--- src/rtl/cpu_types_pkg.sv ---
// rtl/cpu_types_pkg.sv - shared word, RAM state and arbiter state types
package cpu_types_pkg;

    localparam int WORD_BITS = 32;

    typedef logic [WORD_BITS-1:0] word_t;

    typedef enum logic [1:0] {
        FREE   = 2'd0,
        BUSY   = 2'd1,
        ACCESS = 2'd2,
        ERROR  = 2'd3
    } ramstate_t;

    // Visible to coherence control so it can tell which cache owns the RAM port
    typedef enum logic [1:0] {
        IDLE   = 2'd0,
        DGRANT = 2'd1,
        IGRANT = 2'd2
    } arb_state_t;

endpackage

--- src/rtl/rr_picker.sv ---
// rtl/rr_picker.sv - two-way round-robin winner select
module rr_picker (
    input  logic [1:0] req_i,
    input  logic       ptr_i,
    output logic       win_o
);

    // The pointed-at core wins if it is asking, otherwise the other core does
    always_comb begin
        win_o = ptr_i;
        if (!req_i[ptr_i]) begin
            win_o = ~ptr_i;
        end
    end

endmodule

--- src/rtl/ram_arbiter.sv ---
// rtl/ram_arbiter.sv - merges both cores' I/D cache requests onto one RAM port
module ram_arbiter
    import cpu_types_pkg::*;
#(
    parameter int CPUS   = 2,
    parameter int WORD_W = WORD_BITS
) (
    input  logic                        CLK,
    input  logic                        RST,
    input  logic                        c2c,
    input  logic [CPUS-1:0]             iREN,
    input  logic [CPUS-1:0][WORD_W-1:0] iaddr,
    output logic [CPUS-1:0]             iwait,
    output logic [CPUS-1:0][WORD_W-1:0] iload,
    input  logic [CPUS-1:0]             dREN,
    input  logic [CPUS-1:0]             dWEN,
    input  logic [CPUS-1:0][WORD_W-1:0] daddr,
    input  logic [CPUS-1:0][WORD_W-1:0] dstore,
    output logic [CPUS-1:0]             dwait,
    output logic [CPUS-1:0][WORD_W-1:0] dload,
    output logic                        ramREN,
    output logic                        ramWEN,
    output logic [WORD_W-1:0]           ramaddr,
    output logic [WORD_W-1:0]           ramstore,
    input  logic [WORD_W-1:0]           ramload,
    input  ramstate_t                   ramstate
);

    arb_state_t      state_q, state_d;
    logic            gnt_q, gnt_d;
    logic            drp_q, drp_d;
    logic            irp_q, irp_d;
    logic [CPUS-1:0] dreq;
    logic            dwin, iwin;
    logic            other;
    logic            access;

    assign dreq   = dREN | dWEN;
    assign other  = ~gnt_q;
    assign access = (ramstate == ACCESS);

    rr_picker u_dpick (
        .req_i (dreq),
        .ptr_i (drp_q),
        .win_o (dwin)
    );

    rr_picker u_ipick (
        .req_i (iREN),
        .ptr_i (irp_q),
        .win_o (iwin)
    );

    // Grant state and round-robin pointers; reset clears them so RAM enables drop at once
    always_ff @(posedge CLK or posedge RST) begin
        if (RST) begin
            state_q <= IDLE;
            gnt_q   <= 1'b0;
            drp_q   <= 1'b0;
            irp_q   <= 1'b0;
        end else begin
            state_q <= state_d;
            gnt_q   <= gnt_d;
            drp_q   <= drp_d;
            irp_q   <= irp_d;
        end
    end

    // Next grant and RAM/cache steering, all decoded from the registered grant
    always_comb begin
        state_d  = state_q;
        gnt_d    = gnt_q;
        drp_d    = drp_q;
        irp_d    = irp_q;
        iwait    = '1;
        dwait    = '1;
        iload    = '0;
        dload    = '0;
        ramREN   = 1'b0;
        ramWEN   = 1'b0;
        ramaddr  = '0;
        ramstore = '0;
        unique case (state_q)
            IDLE: begin
                if (|dreq) begin
                    state_d = DGRANT;
                    gnt_d   = dwin;
                end else if (|iREN) begin
                    state_d = IGRANT;
                    gnt_d   = iwin;
                end
            end
            DGRANT: begin
                if (dWEN[gnt_q]) begin
                    ramWEN   = 1'b1;
                    ramaddr  = daddr[gnt_q];
                    ramstore = dstore[gnt_q];
                    if (access) begin
                        dwait[gnt_q] = 1'b0;
                    end
                end else if (dREN[gnt_q]) begin
                    ramaddr = daddr[gnt_q];
                    if (c2c) begin
                        // Supplier's word goes to RAM and straight to the requester
                        ramWEN   = 1'b1;
                        ramstore = dstore[other];
                        if (access) begin
                            dwait[gnt_q] = 1'b0;
                            dload[gnt_q] = dstore[other];
                        end
                    end else begin
                        ramREN = 1'b1;
                        if (access) begin
                            dwait[gnt_q] = 1'b0;
                            dload[gnt_q] = ramload;
                        end
                    end
                end else begin
                    state_d = IDLE;
                    drp_d   = other;
                end
            end
            IGRANT: begin
                ramREN  = 1'b1;
                ramaddr = iaddr[gnt_q];
                if (access) begin
                    iwait[gnt_q] = 1'b0;
                    iload[gnt_q] = ramload;
                    state_d      = IDLE;
                    irp_d        = other;
                end else if (!iREN[gnt_q]) begin
                    state_d = IDLE;
                end
            end
            default: begin
                state_d = IDLE;
            end
        endcase
    end

endmodule

--- config.mk ---
export PLATFORM = sky130hd
export DESIGN_NAME = ram_arbiter
export DESIGN_NICKNAME = d
export VERILOG_FILES = /design/src/rtl/cpu_types_pkg.sv /design/src/rtl/rr_picker.sv /design/src/rtl/ram_arbiter.sv
export SDC_FILE = /design/constraint.sdc
export NUM_CORES = 1
export LEC_CHECK = 0
export CAP_MARGIN = 20
export CORE_AREA = 3 3 166 168
export DETAILED_ROUTE_END_ITERATION = 8
export DIE_AREA = 0 0 169 171
export GPL_TIMING_DRIVEN = 0
export HOLD_SLACK_MARGIN = 0.12
export PLACE_DENSITY_LB_ADDON = 0.15
export SETUP_SLACK_MARGIN = 0.1
export SLEW_MARGIN = 40
export SYNTH_ARGS = -nofsm -noshare
export SYNTH_HDL_FRONTEND = slang
export SYNTH_SLANG_ARGS = --single-unit
--- constraint.sdc ---
create_clock -name CLK -period 2.5 [get_ports CLK]
set_clock_uncertainty 0.05 [all_clocks]
set_input_delay 0.375 -clock CLK [delete_from_list [all_inputs] [get_ports CLK]]
set_output_delay 0.375 -clock CLK [all_outputs]
set_load 0.02 [all_outputs]
# Yosys cells after proc, flatten, opt, wreduce, memory -nomap -nowiden
# Index checks and enable logic that the tools add are counted.
dict set report classes {
  n_lt_le_gt_ge 5
  n_reduce_logical 9
  n_eq_ne 7
  muxes 60
  bitwise 9
}
# op count
set ops {}
lappend ops {{32-bit two-way mux} 15}
lappend ops {{64-bit two-way mux} 7}
lappend ops {{64-bit bitwise AND} 2}
lappend ops {{32-bit one-hot mux with 2 select lines} 1}
lappend ops {{32-bit demux with 1-bit select} 1}
lappend ops {{1-bit two-way mux} 22}
lappend ops {{2-bit two-way mux} 11}
lappend ops {{1-bit by 2-bit less-than comparator with 1-bit output, second input constant} 4}
lappend ops {{3-bit != test, second input constant} 2}
lappend ops {{2-bit one-hot mux with 3 select lines} 1}
lappend ops {{1-bit NOT} 5}
lappend ops {{2-bit equality test, second input constant} 2}
lappend ops {{2-bit != test, second input constant} 2}
lappend ops {{2-bit AND reduction} 2}
lappend ops {{4-bit AND reduction} 1}
lappend ops {{2-bit OR reduction} 2}
lappend ops {{3-bit AND reduction} 1}
lappend ops {{2-bit by 1-bit equality test with 1-bit output, second input constant} 1}
lappend ops {{2-bit zero test} 1}
lappend ops {{2-bit NOT} 1}
lappend ops {{2-bit OR} 1}
lappend ops {{1-bit one-hot mux with 2 select lines} 1}
lappend ops {{2-bit nonzero test} 1}
lappend ops {{1-bit demux with 1-bit select} 1}
lappend ops {{2 further kinds} 2}
dict set report word_totals {
  reg_bits 5
  out_inout_bits 198
  elab_cells 94
}

# Depth between registers and ports, before layout
dict set report logic_depth {
  depth_word 10
  depth_mapped 7
}

# By module
# From an unflattened synthesis, not the netlist that was laid out.
dict set report unflattened {
  hier_cells 571
  hier_area_um2 3611.0
}
# module area_each_um2 cells_each instances seq_area_each_um2
set modules_own_cells {}
lappend modules_own_cells {ram_arbiter 3593.4 567 1 125.1}
lappend modules_own_cells {rr_picker 8.8 2 2 0.0}

# Worst setup path after synthesis
# OpenSTA, ideal clock, no wires.
dict set report synth_path {
  path_type {flip-flop to output port}
  startpoint {register gnt_q}
  endpoint {output dload[37] in the netlist's numbering}
  t_required_ps 2075
  n_path_buf 2
  stages_incl_launch_ff 7
  arrival_ps 1738
  setup_slack_ps 337
  path_cell_list {dfrtp_1 buf_6 or3b_4 a21oi_4 nand3_4 buf_6 a21oi_1}
}
# item line_no
set synth_lines {}
lappend synth_lines {{start, declared} ram_arbiter.sv:30} ;# logic gnt_q, gnt_d;
lappend synth_lines {{start signal, assigned} ram_arbiter.sv:63} ;# gnt_q <= gnt_d;
lappend synth_lines {{end, declared} ram_arbiter.sv:20} ;# output logic [CPUS-1:0][WORD_W-1:0] dload,

==> results.toml <==
[logic_synthesis]
yosysTopAreaCellShare_pct = 19.9
synth_ff_type = "dfrtp_1"
synth_top_area_cell = "mux2_2"
yosysSeqAreaShare_pct = 3.46
synth_seq_cells = 5
async_flop_share_pct = 100
synth.most_common_cell = "nand2_1"
synth_area_leaders = "mux2_2, nand2_1, and2_1, a21oi_1, a22oi_1"
syn_area_per_cell_um2 = 6.42
ys_warn_count = 0
synth.net_count = 801
syn_area_um2 = 3610
synth_edf_count = 0
synth_cells = 563
netlist_top_cells_count = "nand2_1, a21oi_1, and2_1, mux2_2, nor2b_1"
synth_cell_types = 36

[floorplan]
num_rows = 59
floorplan.die_area_um2 = 28900
start_util_pct = 13.9
dieHeight_um = 171
chipWidth_um = 169
core_um2 = 26100
io_pins = 433

[global_route]
grt_first_pass_wirelength_um = 38900
antenna_found_initial = 1
grt_max_degree = 11
overflow = 0
grt_usage_pct = 17.4
grt_pass1_vias = 5792

[worst_setup_path]
path_class = "primary input to primary output"
worst_r2r_endpoint = "state_q[1]$_DFFE_PP0P_"
worstPathRequired_ns = 2.08
cp-end-kind = "primary output"
worst-r2r-setup-slack_ns = 0.55
worst-path-max-fanout = 10
crit_path_end = "dload[20]"
worstRegToRegCells = 10
cp-startpoint = "dREN[0]"
cp.arrival_ns = 2.14
crit_path_start_kind = "primary input"
timing.rr.start = "gnt_q$_DFFE_PP0P_"

[power_and_ir_drop]
powerDensity_nw_per_um2 = 630
power.switching_w = 0.00279
intPower_w = 0.00297
combinationalPowerShare_pct = 92.9
switching_share_pct = 48.5
seq_power_share_pct = 2.5
power_w = 0.00577
clkPwrFrac_pct = 4.6
ir_worst_vdd_mv = 0.300
p_leak_nw = 3.85

[drt]
vias = 5802
first_pass_iters = 7
post_drt_wl_per_cell_um = 20.6
antenna_left = 0
drc_errors = 0
first_iter_violations = 258
finalWirelength_um = 28400
viasPerCell = 4.21

[clock_tree]
clk_latency_ns = 0.23
cts_hold_buf = 0
cts_buffers = 3
clk_pin_slew_worst_paths_ns = 0.03
cts_root_buf = "clkbuf_16"
h-tree-depth = 1
cts_buffer_depth = 2
cts_sinks = 5
cts_tree = "done"

[placed_design]
place_congestion = 0.840
hpwlAfterDp_um = 22800
portBuffers = 431

[timing]
max_freq_mhz = 391
period_share_pct = 102
rsz0062_at_grt = "true"
slew_headroom_pct = 61.5
slew_violations = 0
setup_viol = 7
tns_ns = -0.162
hold_violations = 0
fin_ws_ns = -0.0603
period_minus_slack_ns = 2.56
worst-slew-pin-transition_ns = 0.578

[outcome]
status = "complete, but fails checks"
failed_checks = "setup timing"

[final_layout]
area_growth_pct = 153
diodes = 0
seqCellArea_um2 = 125
nets = 1281
fillers = 2847
multiInputGateArea_um2 = 3600
drive_gt1_share_pct = 42.8

[run]
maxCapViolations = 0

[worst_hold_path]
holdCritPathClass = "primary input to asynchronous set/reset pin"
through the flow:
step,worst slack [ns],utilization [%],instance area (um2),hold slack [ns],cells
floorplan,0.337,-,3610,0.104,563
global placement,-1.61,32.0,8350,0.437,1329
detailed placement,-1.63,32.0,8350,0.447,1329
CTS,-0.0862,32.8,8560,0.317,1358
global route,-0.128,35.1,9150,0.322,1377
finish,-0.0603,35.1,9150,0.305,1377
state kept, by name, indices dropped and copies added, names as in the netlist:
name and count:
drp_q 1, gnt_q 1, irp_q 1, state_q 2
cells by family after synthesis:
| group | share of synthesized area, % |
|---|---|
| AOI/OAI and AO/OA | 26.7 |
| DFF | 3.46 |
| buffers and inverters | 8.31 |
| muxes | 20.2 |
| adders and majority gates | 1.04 |
| and+or+nand+nor | 40.3 |
power by group through the flow:
stage / sequential, W / combinational (W) / clock [W]
2_1_floorplan: 0.000137 / 0.00248 / 0
3_3_place_gp: 0.000140 / 0.00443 / 0
3_5_place_dp: 0.000140 / 0.00441 / 0
4_1_cts: 0.000141 / 0.00480 / 0.000270
5_1_grt: 0.000151 / 0.00571 / 0.000278
6_report: 0.000147 / 0.00535 / 0.000265
final cells by class:
cell class              instances  share of cell area [%]
repair buffers                474                    47.2
clock buffers                   4                   0.862
flip-flops and latches          5                    1.37
well taps                     335                    4.58
inverters                       8                   0.383
plain buffers                  52                    6.28
multi-input cells             499                    39.3
how the worst min path moves through the flow:
stage | endpoint | slack, ns | cells after the start | from
2_1_floorplan | drp_q$_DFFE_PP0P_ | 0.10 | 1 | RST
3_3_place_gp | irp_q$_DFFE_PP0P_ | 0.44 | 2 | irp_q$_DFFE_PP0P_
3_5_place_dp | irp_q$_DFFE_PP0P_ | 0.45 | 2 | irp_q$_DFFE_PP0P_
4_1_cts | drp_q$_DFFE_PP0P_ | 0.32 | 2 | RST
5_1_grt | drp_q$_DFFE_PP0P_ | 0.32 | 2 | RST
6_report | drp_q$_DFFE_PP0P_ | 0.30 | 2 | RST
worst max-delay path: stages:
cell and delay (ns):
clkdlybuf4s15_1 0.35, or3b_4 0.43, a21oi_4 0.22, nand3b_4 0.19, buf_6 0.20, a21oi_1 0.18
buf_4 0.19
cells in the final DEF (no fill, tap or decap), types with 13 or more instances in the layout:
cell type	Yosys	routed
clkdlybuf4s50_1	0	227
nand2_1	137	136
buf_4	3	104
buf_6	7	65
mux2_2	64	64
and2_1	64	61
buf_2	9	48
a21oi_2	27	46
a21oi_1	74	38
nor2b_1	35	33
nand2b_1	32	32
clkbuf_2	0	22
a22oi_1	32	22
a21oi_4	1	18
clkdlybuf4s15_2	0	13
routing by layer:
layer	track usage (%)	vias to the layer above	wire (um)
li1	-	2876	-
met1	21.9	2750	11900
met2	33.1	164	15100
met3	2.17	12	1260
met4	1.38	0	170
met5	0	-	0
timing repair:
action | 4_1_cts | 5_1_grt
pin swaps | 5 | 6
cloned | 3 | 3
resized for setup | 908 | 247
buffers inserted | 22 | 18
endpoints found under the setup margin | 199 | 192
No activity file was read; power rests on OpenSTA's default activity.
